### config.mk
export PLATFORM = sky130hd
export DESIGN_NAME = uart_rx_fifo_flat
export DESIGN_NICKNAME = d
export VERILOG_FILES = /design/src/rtl/uart_rx_fifo_if.sv /design/src/rtl/uart_rx_fifo.sv /design/src/flat_wrapper.sv
export SDC_FILE = /design/constraint.sdc
export NUM_CORES = 1
export LEC_CHECK = 0
export ABC_AREA = 1
export CAP_MARGIN = 20
export CELL_PAD_IN_SITES_DETAIL_PLACEMENT = 0
export CELL_PAD_IN_SITES_GLOBAL_PLACEMENT = 1
export CORE_ASPECT_RATIO = 1.2
export CORE_MARGIN = 2
export CORE_UTILIZATION = 40
export DETAILED_ROUTE_END_ITERATION = 16
export PLACE_DENSITY_LB_ADDON = 0.1
export SYNTH_ARGS = -nofsm -noshare
export SYNTH_HDL_FRONTEND = slang
export SYNTH_SLANG_ARGS = --single-unit
### constraint.sdc
create_clock -name clock_i -period 2.2 [get_ports clock_i]
set_clock_uncertainty 0.05 [all_clocks]
set_input_delay 0.33 -clock clock_i [delete_from_list [all_inputs] [get_ports clock_i]]
set_output_delay 0.33 -clock clock_i [all_outputs]
set_load 0.1 [all_outputs]
### src/rtl/uart_rx_fifo_if.sv
`default_nettype none
// ============================================================================
// Module   : uart_rx_fifo_if
// Brief    : RX-side capture handshake plus host-side FIFO read port.
// Revision : 1.0 - initial release
// ============================================================================
interface uart_rx_fifo_if #(
    parameter int DEPTH_LOG2 = 4,
    parameter int DATA_WIDTH = 8
);
    logic [DATA_WIDTH-1:0] rx_data_i;
    logic                  rx_ready_i;
    logic                  rx_clear_ready_o;
    logic                  pop_i;
    logic                  flush_i;
    logic [DATA_WIDTH-1:0] data_o;
    logic                  valid_o;
    logic                  full_o;
    logic [DEPTH_LOG2:0]   count_o;

    modport slave (
        input  rx_data_i, rx_ready_i, pop_i, flush_i,
        output rx_clear_ready_o, data_o, valid_o, full_o, count_o
    );

    modport master (
        output rx_data_i, rx_ready_i, pop_i, flush_i,
        input  rx_clear_ready_o, data_o, valid_o, full_o, count_o
    );
endinterface
`default_nettype wire

### src/rtl/uart_rx_fifo.sv
`default_nettype none
// ============================================================================
// Module   : uart_rx_fifo
// Brief    : Acknowledges UartRx bytes once each and buffers them in a FWFT FIFO.
// Revision : 1.0 - initial release
// ============================================================================
module uart_rx_fifo #(
    parameter int DEPTH_LOG2 = 4,
    parameter int DATA_WIDTH = 8
) (
    input  wire logic        clock_i,
    input  wire logic        reset_i,
    uart_rx_fifo_if.slave    bus
);
    localparam int                  DEPTH        = 1 << DEPTH_LOG2;
    localparam logic [DEPTH_LOG2:0] c_FULL_COUNT = (DEPTH_LOG2+1)'(DEPTH);

    typedef enum logic [1:0] {
        ST_IDLE  = 2'd0,
        ST_CLEAR = 2'd1,
        ST_GUARD = 2'd2
    } state_t;

    state_t                  state_q;
    logic                    clear_q;
    logic [DEPTH_LOG2-1:0]   wr_ptr_q;
    logic [DEPTH_LOG2-1:0]   rd_ptr_q;
    logic [DEPTH_LOG2:0]     count_q;
    logic [DEPTH_LOG2:0]     count_d;
    logic [DATA_WIDTH-1:0]   mem_q [DEPTH];

    logic w_full;
    logic w_empty;
    logic w_capture;
    logic w_push;
    logic w_pop;

    assign w_full    = (count_q == c_FULL_COUNT);
    assign w_empty   = (count_q == '0);
    // Full is judged on the registered count, so a same-cycle pop never frees a slot.
    assign w_capture = (state_q == ST_IDLE) && bus.rx_ready_i && !w_full;
    assign w_push    = w_capture && !bus.flush_i;
    assign w_pop     = bus.pop_i && !w_empty;

    always_ff @(posedge clock_i or posedge reset_i) begin
        if (reset_i) begin
            state_q <= ST_IDLE;
            clear_q <= 1'b0;
        end else begin
            case (state_q)
                ST_IDLE: begin
                    if (w_capture) begin
                        state_q <= ST_CLEAR;
                        clear_q <= 1'b1;
                    end
                end
                ST_CLEAR: begin
                    state_q <= ST_GUARD;
                    clear_q <= 1'b0;
                end
                ST_GUARD: begin
                    state_q <= ST_IDLE;
                    clear_q <= 1'b0;
                end
                default: begin
                    state_q <= ST_IDLE;
                    clear_q <= 1'b0;
                end
            endcase
        end
    end

    always_comb begin
        count_d = count_q;
        if (bus.flush_i) begin
            count_d = '0;
        end else if (w_push && !w_pop) begin
            count_d = count_q + 1'b1;
        end else if (w_pop && !w_push) begin
            count_d = count_q - 1'b1;
        end
    end

    always_ff @(posedge clock_i or posedge reset_i) begin
        if (reset_i) begin
            wr_ptr_q <= '0;
            rd_ptr_q <= '0;
            count_q  <= '0;
        end else begin
            count_q <= count_d;
            if (bus.flush_i) begin
                wr_ptr_q <= '0;
                rd_ptr_q <= '0;
            end else begin
                if (w_push) begin
                    wr_ptr_q <= wr_ptr_q + 1'b1;
                end
                if (w_pop) begin
                    rd_ptr_q <= rd_ptr_q + 1'b1;
                end
            end
        end
    end

    always_ff @(posedge clock_i) begin
        if (w_push) begin
            mem_q[wr_ptr_q] <= bus.rx_data_i;
        end
    end

    // Storage is not reset; gating on empty keeps data_o at zero after reset.
    assign bus.data_o           = w_empty ? '0 : mem_q[rd_ptr_q];
    assign bus.valid_o          = !w_empty;
    assign bus.full_o           = w_full;
    assign bus.count_o          = count_q;
    assign bus.rx_clear_ready_o = clear_q;
endmodule
`default_nettype wire

### src/flat_wrapper.sv
// flat-port wrapper written by rule: the top's interface ports become plain ports
module uart_rx_fifo_flat 
#(
    parameter int DEPTH_LOG2 = 4,
    parameter int DATA_WIDTH = 8
)
  (clock_i, reset_i, bus_rx_data_i, bus_rx_ready_i, bus_pop_i, bus_flush_i, bus_rx_clear_ready_o, bus_data_o, bus_valid_o, bus_full_o, bus_count_o);
  uart_rx_fifo_if #(.DEPTH_LOG2(DEPTH_LOG2), .DATA_WIDTH(DATA_WIDTH)) bus_i ();
  input  wire logic clock_i;
  input  wire logic reset_i;
  input wire logic [$bits(bus_i.rx_data_i)-1:0] bus_rx_data_i;
  input wire logic [$bits(bus_i.rx_ready_i)-1:0] bus_rx_ready_i;
  input wire logic [$bits(bus_i.pop_i)-1:0] bus_pop_i;
  input wire logic [$bits(bus_i.flush_i)-1:0] bus_flush_i;
  output wire logic [$bits(bus_i.rx_clear_ready_o)-1:0] bus_rx_clear_ready_o;
  output wire logic [$bits(bus_i.data_o)-1:0] bus_data_o;
  output wire logic [$bits(bus_i.valid_o)-1:0] bus_valid_o;
  output wire logic [$bits(bus_i.full_o)-1:0] bus_full_o;
  output wire logic [$bits(bus_i.count_o)-1:0] bus_count_o;
  assign bus_i.rx_data_i = bus_rx_data_i;
  assign bus_i.rx_ready_i = bus_rx_ready_i;
  assign bus_i.pop_i = bus_pop_i;
  assign bus_i.flush_i = bus_flush_i;
  assign bus_rx_clear_ready_o = bus_i.rx_clear_ready_o;
  assign bus_data_o = bus_i.data_o;
  assign bus_valid_o = bus_i.valid_o;
  assign bus_full_o = bus_i.full_o;
  assign bus_count_o = bus_i.count_o;
  uart_rx_fifo #(.DEPTH_LOG2(DEPTH_LOG2), .DATA_WIDTH(DATA_WIDTH)) u_core (.clock_i(clock_i), .reset_i(reset_i), .bus(bus_i));
endmodule
# [Word level (Yosys, flattened, before mapping)]
# Memory sizes are Yosys's and may differ from the RTL's.
# Index checks and enable logic that the tools add are counted.
[totals] ff_bits=16 ram_bits=128 in_bits=13 out_inout_bits=16 elab_cells=43 mem_count=1
[classes] add_sub_neg=4 n_eq_ne=3 n_mux=14 reduce_logical=16
[mem_list] memory="u_core.mem_q" words=16 word_bits=8 rd=1 rd_ports_with_merged_regs=0 write_ports=1 line_no="uart_rx_fifo.sv:30" text="logic [DATA_WIDTH-1:0] mem_q [DEPTH];"
[op_table] op="two-way mux 4 bit" n=4
[op_table] op="two-way mux 5 bit" n=3
[op_table] op="adder 4 x 1 -> 4 bit (second input constant)" n=2
[op_table] op="two-way mux 8 bit" n=1
[op_table] op="logical AND 1 bit" n=6
[op_table] op="adder 5 x 1 -> 5 bit (second input constant)" n=1
[op_table] op="== test 5 bit (second input constant)" n=1
[op_table] op="zero test 1 bit" n=5
[op_table] op="zero test 5 bit" n=1
[op_table] op="subtractor 5 x 1 -> 5 bit (second input constant)" n=1
[op_table] op="two-way mux 1 bit" n=4
[op_table] op="case mux 2 bit (2 select lines)" n=1
[op_table] op="nonzero test 2 bit" n=2
[op_table] op="nonzero test 3 bit" n=1
[op_table] op="== test 2 x 1 -> 1 bit (second input constant)" n=1
[op_table] op="zero test 2 bit" n=1
[op_table] op="two-way mux 2 bit" n=1
[op_table] op="inequality test 2 x 1 -> 1 bit (second input constant)" n=1

# [Longest topological paths before layout]
# Gate-level depths: netlist of the first run.
[depth] word_depth=9 mapped_depth=15 depth_no_buf=15

# [Worst setup path before layout of the first run]
# Ideal clock, no wire load.
[synth_timing] kind="register -> output" from="reg u_core.count_q[1], in the netlist u_core.bus.count_o[1]" to="out bus_data_o[0]" t_arrival_ps=3387 required_time_ps=1820 setup_slack_ps=-1567 stages_incl_launch_ff=5 path_buffers=0 cell_sequence="dfrtp_1 > nor2_1 > nand3_2 > inv_1 > a21oi_1"
[synth_between] elab_chain_cells=2
[synth_rtl] item="start, declared" line_no="uart_rx_fifo.sv:28" text="logic [DEPTH_LOG2:0] count_q;"
[synth_rtl] item="start signal, assigned" line_no="uart_rx_fifo.sv:90" text="count_q <= count_d;"
[synth_rtl] item="zero test 5 bit" line_no="uart_rx_fifo.sv:39" text="assign w_empty = (count_q == '0);"
[synth_rtl] item="two-way mux 8 bit" line_no="uart_rx_fifo.sv:112" text="assign bus.data_o = w_empty ? '0 : mem_q[rd_ptr_q];"
[synth_rtl] item="end, declared" line_no="flat_wrapper.sv:16" text="output wire logic [$bits(bus_i.data_o)-1:0] bus_data_o;"
# No other way between the ends.

# [Worst setup path after layout of the first run]
[layout_timing] from="reg u_core.rd_ptr_q[0]" to="out bus_data_o[0]"
[layout_between] elab_chain_cells=2
[layout_rtl] item="start, declared" line_no="uart_rx_fifo.sv:27" text="logic [DEPTH_LOG2-1:0] rd_ptr_q;"
[layout_rtl] item="start signal, assigned" line_no="uart_rx_fifo.sv:99" text="rd_ptr_q <= rd_ptr_q + 1'b1;"
[layout_rtl] item="memory (16 x 8 bit)"
[layout_rtl] item="two-way mux 8 bit" line_no="uart_rx_fifo.sv:112"
# No other way between the ends.

==> flow_summary.toml, run 1 <==
[clocking]
hold_buffers = 0
root_buffer = "clkbuf_16"
clockBufferDepth = 2
cts_tree = "built"
cts_max_level = 4
numCtsBuffers = 17
clock_latency_ps = 420
clkTransAtPathRegs_ps = 60
cts.sinks = 144

[yosys]
synth_edf_count = 128
synth.cells.most_frequent = "nand2_1, edfxtp_1, nand3_1"
yosysTopAreaCell = "edfxtp_1"
netlist_area_um2 = 6240
async_reset_ff_share_pct = 11.1
yosysMostFrequentCell = "nand2_1"
syn-num-nets = 580
ys_ff_latch = 144
synthCells = 557
syn_avg_cell_area_um2 = 11.2
yosysSeqAreaShare_pct = 68.0
ys_warn_count = 0
synthTopCellsByArea = "edfxtp_1, nand2_1, nand3_1"
synth.distinct_cells = 28
ys.flop_type = "edfxtp_1"
yosysTopAreaCellShare_pct = 61.6

[flow_run]
max_cap_violations = 0

[floorplanning]
die_w_um = 118
die_area_um2 = 16600
io_pins = 29
coreArea_um2 = 15500
rows = 50
fp.dieH_um = 141
start_util_pct = 40.4

[status]
status = "finished, violations left"
failed_checks = "negative setup slack"

[placement]
port_buffers = 28
place_area_um2 = 7230
pre_cts_ws_ps = -120
hpwl_um = 9870
gp_congestion = 0.766

[hold_path]
hp-class = "primary input to asynchronous set/reset pin"

[routing]
num_vias = 4246
drtIter0Drc = 322
wl_um = 15400
vias_per_cell = 4.99
ant_nets = 0
drt_first_pass_iters = 5
wire_per_inst_um = 18.0
drc = 0

[timing]
period_share_pct = 109
slew-limit-headroom_pct = 51.0
tightest_slew_ps = 733
rsz0062_at_grt = "yes"
hold_viol = 0
fmaxAchievable_mhz = 417
setup_viol = 8
period_minus_slack_ps = 2400
maxSlewViolCount = 0
worst_slack_ps = -196

[setup_path]
required_ps = 1820
crit_path_start_kind = "flip-flop"
slowest_stage = "dfrtp_2"
path_class = "flip-flop to primary output"
slowest_delay_ps = 480
critPathArrivalTime_ps = 2020
endpoint_kind = "primary output"
critical_path_buf_inv_count = 3
crit_family = "flip-flops"
cp_max_fo = 14
cp_cell_sequence = "inv_8 > buf_12 > nand2_1 > nand3_1 > nand3_2 > nand2_2 > nand2_1 > a21oi_4 > buf_12"

[global_routing]
grt_pass1_vias = 4367
grt_use_total_pct = 19.8
grt_antenna_before_repair = 0
overflow = 0
grt_max_degree = 41
grt_pass1_wl_um = 24300

[power_and_ir_drop]
power.share.sequential_pct = 32.2
p_int_mw = 6.26
pwr-share-comb_pct = 39.9
swShare_pct = 38.3
p_clk_share_pct = 27.9
ir_worst_vdd_uv = 995
switchingPower_mw = 3.89
power_density_nw_per_um2 = 1270
leakage_nw = 3.06

[layout]
fin_nets = 653
antenna_cells = 0
area_delta_synth_final_pct = 27.8
design_area_um2 = 7970
drive_above_1_share_pct = 23.3
filler_cell_count = 1421
path summary, 6_finish.rpt:
kind | startpoint | endpoint | slack [ps] | cells past startpoint
min | reset_i | u_core.state_q[1]$_DFFE_PP0P_ | 240 | 2
min in group clock_i | u_core.state_q[1]$_DFFE_PP0P_ | u_core.state_q[1]$_DFFE_PP0P_ | 460 | 1
max reg2reg | u_core.bus.count_o[2]$_DFFE_PP0P_ | u_core.bus.count_o[3]$_DFFE_PP0P_ | 200 | 11
min reg2reg | u_core.state_q[1]$_DFFE_PP0P_ | u_core.state_q[1]$_DFFE_PP0P_ | 460 | 1
max in group asynchronous | reset_i | u_core.bus.count_o[0]$_DFFE_PP0P_ | 1380 | 2
max | u_core.rd_ptr_q[0]$_DFFE_PP0P_ | bus_data_o[0] | -200 | 9
stage by stage:
stage               cells  util [%]  TNS, ps  power, mW  hold WS, ps
finish                851      51.6    -1290       10.1          243
global route          851      51.6    -2060       10.6          327
CTS                   851      51.4    -1650       10.2          268
detailed placement    815      46.8     -846       7.23          456
global placement      815      46.8     -285       7.20          435
floorplan             557         -    -2110       6.04          194
routing by layer:
layer	GRT usage, %	wire length, µm
met5	0	0
met4	6.72	231
met3	3.96	616
met2	34.5	7840
met1	24.6	6670
sequential cells by signal (all words and copies together), names as in the netlist:
signal and cells:
u_core.mem_q 128, u_core.bus.count_o 5, u_core.rd_ptr_q 4, u_core.wr_ptr_q 4
u_core.state_q 2, u_core.bus.rx_clear_ready_o 1
power by group through the flow:
| stage | sequential (mW) | combinational [mW] | clock, mW |
|---|---|---|---|
| after floorplan | 3.62 | 2.42 | 0 |
| after global placement | 3.31 | 3.89 | 0 |
| after detailed placement | 3.32 | 3.92 | 0 |
| after CTS | 3.27 | 4.08 | 2.87 |
| after global routing | 3.29 | 4.35 | 2.98 |
| final | 3.27 | 4.04 | 2.83 |
area by class of cell:
class	instances	area, µm²	area share (%)
flip-flops and latches	144	4260	53.5
multi-input cells	367	1930	24.2
repair buffers	80	838	10.5
clock buffers	22	484	6.08
well taps	208	260	3.27
clock inverters	10	109	1.37
inverters	20	82.6	1.04
placed cells by master (no fill, tap or decap), drive strengths merged:
cell,instances
nor2,17
fa,1
a21oi,13
o21ai,7
nand2,193
clkbuf,23
inv,18
dfrtp,16
o21a,1
clkinv,8
clkdlybuf4s50,12
clkinvlp,2
nand3,116
buf,67
bufinv,2
xor2,3
edfxtp,128
nor3,6
nand3b,1
ha,9
what timing repair did:
action	CTS	global route
endpoints found under the setup margin	8	8
pin swaps	1	3
setup buffers	2	0
gates cloned	2	1
gates resized for setup	15	8
cell families after synthesis:
group                      Yosys count  synth area share (%)
xor gates and xnor gates             3                 0.421
and+or+nand+nor                    333                  23.4
adders and majority gates           10                  2.13
buffers and inverters               46                  4.11
AOI/OAI and AO/OA                   21                  1.91
DFF                                144                  68.0
(Power assumes the default switching activity.)
==> run 2: changes to the inputs <==
--- a/config.mk
+++ b/config.mk
@@ -10,7 +10,6 @@
 export CELL_PAD_IN_SITES_DETAIL_PLACEMENT = 0
 export CELL_PAD_IN_SITES_GLOBAL_PLACEMENT = 1
 export CORE_ASPECT_RATIO = 1.2
-export CORE_MARGIN = 2
 export CORE_UTILIZATION = 40
 export DETAILED_ROUTE_END_ITERATION = 16
 export PLACE_DENSITY_LB_ADDON = 0.1
==> run 2 against run 1 <==
- largest power group unchanged
- sequential power about the same
- critical endpoint is now bus_data_o[6]
- critical path type unchanged
- register-to-register slack about the same
- fmax decreased by 2.1%
- die area decreased by 3.1%
- the run still ends with negative setup slack left
- non-clock buffer count increased by 7
- core utilization increased by 3.1 points
- routed wire length increased by 5.7%
==> flow_summary.toml, run 2 (same netlist as run 1, synthesis figures left out) <==
[status]
failed_checks = "negative setup slack"
status = "finished, violations left"

[timing]
rsz0062_at_grt = "yes"
fmaxAchievable_mhz = 408
worst_slack_ps = -248
maxSlewViolCount = 0
slew-limit-headroom_pct = 48.4
setup_viol = 8
hold_viol = 0
tightest_slew_ps = 772
period_minus_slack_ps = 2450
period_share_pct = 111

[setup_path]
slowest_delay_ps = 470
critPathArrivalTime_ps = 2070
crit_path_start_kind = "flip-flop"
ff2ff_path_depth = 10
r2r_slack_ps = 200
crit_path_frequent_cell = "nand2_2"
cp_cell_sequence = "inv_8 > buf_12 > clkbuf_16 > buf_8 > nand2_2 > nand3_2 > nand3_2 > nand2_2 > nand2_2 > a21oi_4 > buf_12"
path_class = "flip-flop to primary output"
required_ps = 1820
slowest_stage = "dfrtp_2"
cp_max_fo = 7
endpoint_kind = "primary output"
r2r_start = "u_core.bus.count_o[2]$_DFFE_PP0P_"
rr_endpoint = "u_core.bus.count_o[3]$_DFFE_PP0P_"

[power_and_ir_drop]
totalPowerFinal_mw = 10.4
power_density_nw_per_um2 = 1260
leakage_nw = 3.16
ir_worst_vdd_uv = 721

[clocking]
cts.sinks = 144
root_buffer = "clkbuf_16"
cts_tree = "built"
clockBufferDepth = 2
clock_latency_ps = 430
cts_max_level = 4
clkTransAtPathRegs_ps = 60
numCtsBuffers = 17

[floorplanning]
io_pins = 29
fp.dieH_um = 139
die_area_um2 = 16100
die_w_um = 116
start_util_pct = 41.2
rows = 49
coreArea_um2 = 15100

[routing]
vias_per_cell = 5.13
wire_per_inst_um = 19.0
wl_um = 16200
num_vias = 4381
drc = 0
drtIter0Drc = 261
drt_first_pass_iters = 5
ant_nets = 0

[layout]
filler_cell_count = 1346
largest_register_ffs = 128
layout.cells.non_filler = 854
fin_nets = 660
area_delta_synth_final_pct = 32.7
antenna_cells = 0
final_core_util_pct = 54.6
regMostFlops = "u_core.mem_q"
final_cell_mix = "nand2_1, edfxtp_1, nand3_1, buf_4, nand3_2"
mostFrequentLayoutCell = "nand2_1"
drive_above_1_share_pct = 30.9

[global_routing]
overflow = 0
grt_antenna_before_repair = 0
grt_pass1_wl_um = 24300
grt_max_degree = 30
grt_pass1_vias = 4335
grt_use_total_pct = 21.1

[hold_path]
hp-class = "primary input to asynchronous set/reset pin"

[placement]
port_buffers = 28
hpwl_um = 10200
gp_congestion = 0.783
placed_cells = 808

[flow_run]
max_cap_violations = 0
[run 2: changes by cell type in the layout (fill, tap and decap cells not counted), sizes merged]
cell	before	now
buf	67	71
clkinvlp	2	4
clkbuf	23	22
clkinv	8	10
[run 2: timing repair]
item,in CTS,in global routing
hold buffers,0,0
setup buffers,0,8
cloned,1,5
resized for setup,11,71
pin swaps,1,24
endpoints found under the setup margin,8,8
[run 2: worst max-delay path by stage]
| stage | from | endpoint | slack [ps] | cells after the start |
|---|---|---|---|---|
| finish | u_core.rd_ptr_q[0]$_DFFE_PP0P_ | bus_data_o[6] | -250 | 11 |
| global route | u_core.rd_ptr_q[0]$_DFFE_PP0P_ | bus_data_o[5] | -330 | 10 |
| detailed placement | bus_rx_ready_i | u_core.bus.count_o[4]$_DFFE_PP0P_ | -130 | 16 |
| CTS | u_core.rd_ptr_q[0]$_DFFE_PP0P_ | bus_data_o[0] | -260 | 9 |
| floorplan | u_core.bus.count_o[4]$_DFFE_PP0P_ | bus_data_o[0] | -210 | 4 |
| global placement | bus_rx_ready_i | u_core.bus.count_o[4]$_DFFE_PP0P_ | -100 | 15 |
[run 2: area by class of cell]
cell class | instances | area [µm²] | share of cell area (%)
Timing Repair Buffer | 87 | 996 | 12.0
Inverter | 20 | 82.6 | 0.998
Tap cell | 204 | 255 | 3.08
Multi-Input combinational cell | 367 | 2120 | 25.7
Sequential cell | 144 | 4260 | 51.5
Clock inverter | 14 | 124 | 1.50
Clock buffer | 18 | 429 | 5.19
[run 2: power by group]
| group | switching, mW | internal (mW) |
|---|---|---|
| sequential | 0.142 | 3.12 |
| combinational | 2.87 | 1.60 |
| clock | 1.06 | 1.64 |
| total | 4.07 | 6.36 |
[run 2: per-stage QoR]
| stage | setup WS [ps] | area (µm²) | hold slack (ps) | TNS [ps] |
|---|---|---|---|---|
| after global placement | -97.5 | 7200 | 435 | -722 |
| after floorplan | -214 | 6400 | 194 | -2110 |
| final | -248 | 8280 | 265 | -1840 |
| after detailed placement | -128 | 7200 | 450 | -1220 |
| after CTS | -256 | 7820 | 284 | -1830 |
| after global routing | -329 | 8280 | 325 | -2470 |
[run 2: per-layer routing]
metal / vias to the layer above / GRT usage [%] / part of all wire [%]
met4: 0 / 6.82 / 1.5
li1: 2089 / - / -
met1: 2176 / 26.6 / 44
met5: - / 0 / 0
met3: 21 / 4.28 / 3.2
met2: 95 / 36.0 / 52
[run 2: worst max-delay path, delay by kind of cell, from the launching register on]
kind,cells,cell delay [ps]
AO/OA/AOI/OAI,1,180
flip-flops,1,470
AND/OR/NAND/NOR,5,310
buffers and inverters,5,660
==> run 3: changes to the inputs <==
--- a/config.mk
+++ b/config.mk
@@ -13,6 +13,7 @@
 export CORE_UTILIZATION = 40
 export DETAILED_ROUTE_END_ITERATION = 16
 export PLACE_DENSITY_LB_ADDON = 0.1
+export SLEW_MARGIN = 0
 export SYNTH_ARGS = -nofsm -noshare
 export SYNTH_HDL_FRONTEND = slang
 export SYNTH_SLANG_ARGS = --single-unit
==> results of run 3 <==
Same layout as run 2: the final DEF is identical, and so are final timing and power.
